File: config.mk
export PLATFORM = sky130hd
export DESIGN_NAME = dma_credit_sched
export DESIGN_NICKNAME = d
export VERILOG_FILES = /design/src/rtl/dma_credit_sched.sv
export SDC_FILE = /design/constraint.sdc
export NUM_CORES = 1
export LEC_CHECK = 0
export BUFFER_PORTS_ARGS = -buffer_cell sky130_fd_sc_hd__buf_2
export CAP_MARGIN = 20
export CORE_ASPECT_RATIO = 1.5
export CORE_MARGIN = 5
export CORE_UTILIZATION = 43
export CTS_BUF_LIST = sky130_fd_sc_hd__clkbuf_4 sky130_fd_sc_hd__clkbuf_8
export CTS_CLUSTER_SIZE = 8
export DETAILED_ROUTE_END_ITERATION = 7
export PLACE_DENSITY_LB_ADDON = 0.15
export SLEW_MARGIN = 20
export SYNTH_ARGS = -nofsm -noshare
export SYNTH_HDL_FRONTEND = slang
export SYNTH_SLANG_ARGS = --single-unit
export TNS_END_PERCENT = 100
File: constraint.sdc
create_clock -name aclk -period 2.6 [get_ports aclk]
set_input_delay 0.13 -clock aclk [delete_from_list [all_inputs] [get_ports aclk]]
set_output_delay 0.13 -clock aclk [all_outputs]
set_load 0.05 [all_outputs]
File: src/rtl/dma_credit_sched.sv
// dma_credit_sched
// Round-robin request scheduler for a DMA front end with per-region credit
// limiting. A two-state FSM accepts one request at a time from the first
// eligible region at or after the round-robin pointer. It issues the grant on
// two independent downstream handshakes: the DMA request and the data-mux
// ordering token. It then waits for both handshakes before accepting again.
// Each region keeps a count of outstanding transfers. The count rises on
// acceptance and falls on a completion pulse. Regions at MAX_OUT are masked
// out until a completion arrives.

module dma_credit_sched #(
    parameter  int N_REQ    = 4,
    parameter  int LEN_BITS = 28,
    parameter  int MAX_OUT  = 8,
    localparam int ID_W     = (N_REQ > 1) ? $clog2(N_REQ) : 1,
    localparam int CNT_W    = $clog2(MAX_OUT + 1)
) (
    input  logic                      aclk,
    input  logic                      aresetn,
    // Upstream per-region requests
    input  logic [N_REQ-1:0]          s_req_valid,
    output logic [N_REQ-1:0]          s_req_ready,
    input  logic [N_REQ*LEN_BITS-1:0] s_req_len,
    // Downstream DMA request
    output logic                      m_req_valid,
    input  logic                      m_req_ready,
    output logic [LEN_BITS-1:0]       m_req_len,
    output logic [ID_W-1:0]           m_req_id,
    // Data-mux ordering token
    output logic                      m_mux_valid,
    input  logic                      m_mux_ready,
    output logic [ID_W-1:0]           m_mux_id,
    // Completion and status
    input  logic [N_REQ-1:0]          xfer_done,
    output logic [N_REQ*CNT_W-1:0]    out_cnt,
    output logic                      err_underflow
);

    typedef enum logic {
        IDLE = 1'b0,
        SEND = 1'b1
    } state_e;

    localparam logic [CNT_W-1:0] MAX_CNT = CNT_W'(MAX_OUT);
    localparam logic [ID_W-1:0]  LAST_ID = ID_W'(N_REQ - 1);

    state_e                state_q,       state_d;
    logic [ID_W-1:0]       rr_ptr_q,      rr_ptr_d;
    logic                  m_req_valid_q, m_req_valid_d;
    logic                  m_mux_valid_q, m_mux_valid_d;
    logic [LEN_BITS-1:0]   len_q,         len_d;
    logic [ID_W-1:0]       id_q,          id_d;
    logic                  err_q,         err_d;
    logic [CNT_W-1:0]      cnt_q [N_REQ];
    logic [CNT_W-1:0]      cnt_d [N_REQ];

    logic [N_REQ-1:0]      eligible;
    logic [N_REQ-1:0]      grant_oh;
    logic                  grant_any;
    logic [ID_W-1:0]       grant_id;
    logic                  req_fire;
    logic                  mux_fire;
    logic                  req_done;
    logic                  mux_done;

    // A region may be picked only while it has credit left.
    for (genvar g = 0; g < N_REQ; g++) begin : g_region
        assign eligible[g]                  = s_req_valid[g] && (cnt_q[g] < MAX_CNT);
        assign out_cnt[g*CNT_W +: CNT_W]    = cnt_q[g];
    end

    // Round-robin search from rr_ptr; the accept is only offered in IDLE and out of reset.
    always_comb begin : pick_comb
        int              idx;
        logic [ID_W-1:0] cand;
        // NOTE: every signal driven here gets a default first so no path leaves it unassigned and no latch is inferred.
        grant_any = 1'b0;
        grant_id  = '0;
        grant_oh  = '0;
        idx       = 0;
        cand      = '0;
        for (int k = 0; k < N_REQ; k++) begin
            idx = int'(rr_ptr_q) + k;
            if (idx >= N_REQ) begin
                idx = idx - N_REQ;
            end
            cand = ID_W'(idx);
            if (!grant_any && eligible[cand]) begin
                grant_any = 1'b1;
                grant_id  = cand;
            end
        end
        // Gating with aresetn keeps s_req_ready low while reset is held.
        if ((state_q == IDLE) && grant_any && aresetn) begin
            grant_oh[grant_id] = 1'b1;
        end
    end

    assign s_req_ready = grant_oh;

    // Outstanding counters: an accept and a completion in the same cycle cancel out; a lone completion at zero flags underflow.
    always_comb begin
        err_d = err_q;
        for (int i = 0; i < N_REQ; i++) begin
            cnt_d[i] = cnt_q[i];
            unique case ({grant_oh[i], xfer_done[i]})
                2'b10: cnt_d[i] = cnt_q[i] + CNT_W'(1);
                2'b01: begin
                    if (cnt_q[i] == '0) begin
                        err_d = 1'b1;
                    end else begin
                        cnt_d[i] = cnt_q[i] - CNT_W'(1);
                    end
                end
                default: cnt_d[i] = cnt_q[i];
            endcase
        end
    end

    assign req_fire = m_req_valid_q && m_req_ready;
    assign mux_fire = m_mux_valid_q && m_mux_ready;
    // A side is finished once its valid has already dropped or is handshaking now.
    assign req_done = !m_req_valid_q || req_fire;
    assign mux_done = !m_mux_valid_q || mux_fire;

    // Next-state logic: latch the grant on accept, retire each valid on its own handshake, return to IDLE when both are done.
    always_comb begin
        state_d       = state_q;
        rr_ptr_d      = rr_ptr_q;
        m_req_valid_d = m_req_valid_q;
        m_mux_valid_d = m_mux_valid_q;
        len_d         = len_q;
        id_d          = id_q;
        unique case (state_q)
            IDLE: begin
                if (|grant_oh) begin
                    state_d       = SEND;
                    m_req_valid_d = 1'b1;
                    m_mux_valid_d = 1'b1;
                    len_d         = s_req_len[grant_id*LEN_BITS +: LEN_BITS];
                    id_d          = grant_id;
                end
            end
            SEND: begin
                if (req_fire) begin
                    m_req_valid_d = 1'b0;
                end
                if (mux_fire) begin
                    m_mux_valid_d = 1'b0;
                end
                if (req_done && mux_done) begin
                    state_d  = IDLE;
                    rr_ptr_d = (id_q == LAST_ID) ? '0 : id_q + ID_W'(1);
                end
            end
            default: state_d = IDLE;
        endcase
    end

    // State registers; asynchronous reset drops any in-flight grant.
    always_ff @(posedge aclk or negedge aresetn) begin
        if (!aresetn) begin
            state_q       <= IDLE;
            rr_ptr_q      <= '0;
            m_req_valid_q <= 1'b0;
            m_mux_valid_q <= 1'b0;
            len_q         <= '0;
            id_q          <= '0;
            err_q         <= 1'b0;
            // NOTE: the counter array is architectural state seen on out_cnt, so each entry is reset rather than left as an unreset memory.
            for (int i = 0; i < N_REQ; i++) begin
                cnt_q[i] <= '0;
            end
        end else begin
            // NOTE: non-blocking assignments let every flop sample the pre-edge values regardless of statement order.
            state_q       <= state_d;
            rr_ptr_q      <= rr_ptr_d;
            m_req_valid_q <= m_req_valid_d;
            m_mux_valid_q <= m_mux_valid_d;
            len_q         <= len_d;
            id_q          <= id_d;
            err_q         <= err_d;
            for (int i = 0; i < N_REQ; i++) begin
                cnt_q[i] <= cnt_d[i];
            end
        end
    end

    assign m_req_valid   = m_req_valid_q;
    assign m_mux_valid   = m_mux_valid_q;
    assign m_req_len     = len_q;
    assign m_req_id      = id_q;
    assign m_mux_id      = id_q;
    assign err_underflow = err_q;

endmodule

==> summary.txt <==
Status
  – Outcome: finished, final reports clean

Yosys
  – Number of warning messages in the yosys log: 0
  – Biggest area contributors in the synthesized netlist: dfrtp_1, mux2i_1, o221ai_1
  – Net count after synthesis: 479
  – Share of flip-flops with an asynchronous set or reset after synthesis: 1.00
  – Cells after synthesis: 342
  – Count of cell types in the netlist: 59
  – Post-synth design cell area: 3530 um^2
  – Cell taking the most area after synthesis: dfrtp_1
  – Number of flops mapped to enable cells by yosys: 0
  – Number of storage elements in the synthesis netlist: 52
  – Most common flop cell mapped by yosys: dfrtp_1
  – Post-Synthesis Mean Instance Area: 10.3 um^2
  – Sequential area share after synthesis: 0.368
  – Fraction of synthesized cell area taken by the top area cell type: 0.368

Timing
  – Final worst hold slack: 89.9 ps
  – Final Hold Fails: 0
  – Count of final max-slew check failures: 0
  – Clock Skews: 11.1 ps
  – Unrepaired setup endpoints after global routing: yes
  – Transition time of the tightest slew-check pin: 939 ps
  – Final critical path time including I/O delays and setup: 2510 ps
  – Number of setup violations in the final report: 0
  – Share of the cycle needed by the critical path after routing: 0.966
  – Max_slew headroom: 0.374
  – Max Clk Rate: 398 MHz

Floorplan
  – Number of I/O pins: 179
  – Effective utilization at floorplan: 0.441
  – Floorplan die area: 10,200 um^2
  – Chip height: 121 um
  – Core Rows: 40
  – Horiz. Die Dim: 84.0 um
  – Area of the core: 8010 um^2

Detailed routing
  – DR vias/cell: 5.31
  – Detailed-routing iteration count for the pre-antenna-repair pass: 4
  – DRC violations left: 0
  – Number of routed nets with antenna violations: 0
  – Drt first-iter violations: 88
  – Wirelength, routed: 10,500 um
  – Post-DR wirelength/cell: 16.4 um
  – Via count: 3,395

Pwr
  – Leakage power of the design: 2.70 nW
  – Power per standard cell area: 1360 nW/um^2
  – Total power consumption of the routed design: 6.70 mW
  – VDD IR-drop max: 0.659 mV

Clock tree
  – Library cell used as clock root buffer: clkbuf_8
  – Number of clock sinks seen by CTS: 52
  – Clock latency on the worst-skew pair: 320 ps
  – Depth of the CTS H-tree: 2
  – Clock buffer count from CTS: 5
  – Max Buffers Root-to-Sink: 2
  – Clock tree from TritonCTS: built
  – Worst-path clk slew: 100 ps

Placement
  – Number of I/O port buffers: 178
  – Global placement routability congestion: 0.825
  – Half-perimeter wire length after detailed placement: 8360 um

Worst setup path
  – Setup crit start kind: register
  – Origin of the critical flop-to-flop path: out_cnt[11]
  – Crit path DAT: 2720 ps
  – CP Max Fanout: 8
  – Critical setup path kind: reg -> reg
  – Reg-to-reg setup timing slack: 90 ps
  – Endpoint type of the worst setup path: register
  – Required time reported for the critical path endpoint: 2810 ps
  – Worst-case reg-to-reg path depth: 11
  – Destination of the worst register-to-register timing path: out_cnt[3]

Layout
  – Final net count: 670
  – Area overhead of the layout relative to synthesis: 39.0%
  – Fill cell total of the finished layout: 707
  – Share of layout cells above drive strength 1: 0.476
  – Inserted Diodes: 0

Global route
  – Largest net degree at the start of global routing: 48
  – Global-route usage over all layers: 0.205
  – Global route total overflow: 0
  – Initial antenna violation count: 0
  – Wire length of the first global-routing pass: 17,000 um
  – Number of global-route vias before repair: 3,620

Worst hold path
  – Hold path depth: 2
  – Worst min-delay path startpoint: xfer_done[1]
  – Min-Delay Endpoint: out_cnt[6]
  – Worst hold path type: in -> reg

Flow run
  – Maximum Capacitance Violations: 0
[state kept, by name, indices dropped and copies added, names as in the netlist]
signal and count:
err_underflow 1, state_q 1, m_req_valid 1, m_mux_id 2
m_mux_valid 1, m_req_len 28, out_cnt 16, rr_ptr_q 2
[layout make-up]
class | count | area (um^2) | share of cell area
Clock buffer | 6 | 82.6 | 0.0168
Clock inverter | 2 | 17.5 | 0.00357
Multi-Input combinational cell | 251 | 2200 | 0.449
Timing Repair Buffer | 204 | 1090 | 0.222
Tap cell | 105 | 131 | 0.0267
Sequential cell | 52 | 1310 | 0.266
Inverter | 19 | 81.3 | 0.0166
[synthesized netlist by cell type, types with 2 or more instances]
library cell  number
mux2i_1           65
dfrtp_1           52
nand2_1           41
o221ai_1          30
inv_1             17
a21oi_1            9
ha_1               9
a21o_1             8
xnor2_1            8
nand2b_1           7
nor2_1             7
a31oi_1            6
clkbuf_1           6
buf_4              5
buf_6              5
nand3_1            5
a22oi_1            4
fa_1               4
nor3_1             3
nor4_1             3
a221o_1            2
buf_1              2
mux2_2             2
nand3_2            2
nor3b_1            2
nor4b_1            2
o211ai_1           2
o21ai_0            2
xor2_1             2
[how the worst max path moves through the flow]
stage	start	end	slack, ps	cells after the start
after global placement	out_cnt[11]	out_cnt[3]	100	11
final	out_cnt[11]	out_cnt[3]	90	11
after CTS	rr_ptr_q[1]	out_cnt[15]	10	12
after global routing	out_cnt[15]	out_cnt[15]	-80	12
after detailed placement	rr_ptr_q[1]	out_cnt[3]	10	11
after floorplan	out_cnt[11]	out_cnt[3]	-120	12
[critical path, cell delays in order (launching register included)]
cell	delay, ps
dfrtp_2	410
nand2b_4	210
a221oi_4	340
nand2_2	160
nand3_4	120
inv_8	40
nor2_4	130
ha_4	210
a21o_1	180
a21oi_2	170
nand3_1	90
a221o_1	340
[repair_timing]
item,CTS,global route
hold buffers,1,0
gates resized for setup,1,9
hold endpoints to repair,52,0
buffers inserted,0,7
setup endpoints to repair,1,5
pin swaps,0,18
[metal layers]
layer	GRT usage	vias up	share of wire
met5	0	-	0
met4	0.0815	0	0.026
met3	0.0469	19	0.070
met2	0.365	135	0.52
met1	0.237	1581	0.38
li1	-	1660	-
[power by group]
group	total [mW]	internal (mW)	switching [mW]	leakage, nW
sequential	1.58	1.21	0.370	0.626
combinational	4.59	1.62	2.97	2.02
clock	0.522	0.224	0.298	0.0522
[per-stage QoR]
stage | TNS [ps] | cells | instance area [um^2] | utilization | setup WS (ps)
6_report | 0 | 639 | 4910 | 0.613 | 87.4
3_3_place_gp | 0 | 623 | 4700 | 0.586 | 99.8
3_5_place_dp | 0 | 623 | 4700 | 0.586 | 11.8
2_1_floorplan | -238 | 342 | 3680 | - | -124
4_1_cts | 0 | 632 | 4810 | 0.600 | 10.2
5_1_grt | -168 | 639 | 4910 | 0.613 | -79.3
[cell usage in the layout (no fill, tap or decap), drive strengths merged, types with 8 or more instances in the layout]
| cell | count |
|---|---|
| buf | 203 |
| mux2i | 65 |
| dfrtp | 52 |
| nand2 | 42 |
| o221ai | 30 |
| inv | 20 |
| ha | 9 |
| a21oi | 9 |
| xnor2 | 8 |
| a21o | 8 |
| nand2b | 8 |
[kinds of logic after synthesis]
group / count (synthesis) / synth area share
buffers and inverters: 39 / 0.0580
xor gates and xnor gates: 10 / 0.0248
DFF: 52 / 0.368
and+or+nand+nor: 83 / 0.121
AOI/OAI and AO/OA: 76 / 0.176
adders and majority gates: 13 / 0.0545
muxes: 69 / 0.198
Power figures use the tool's default switching activity.
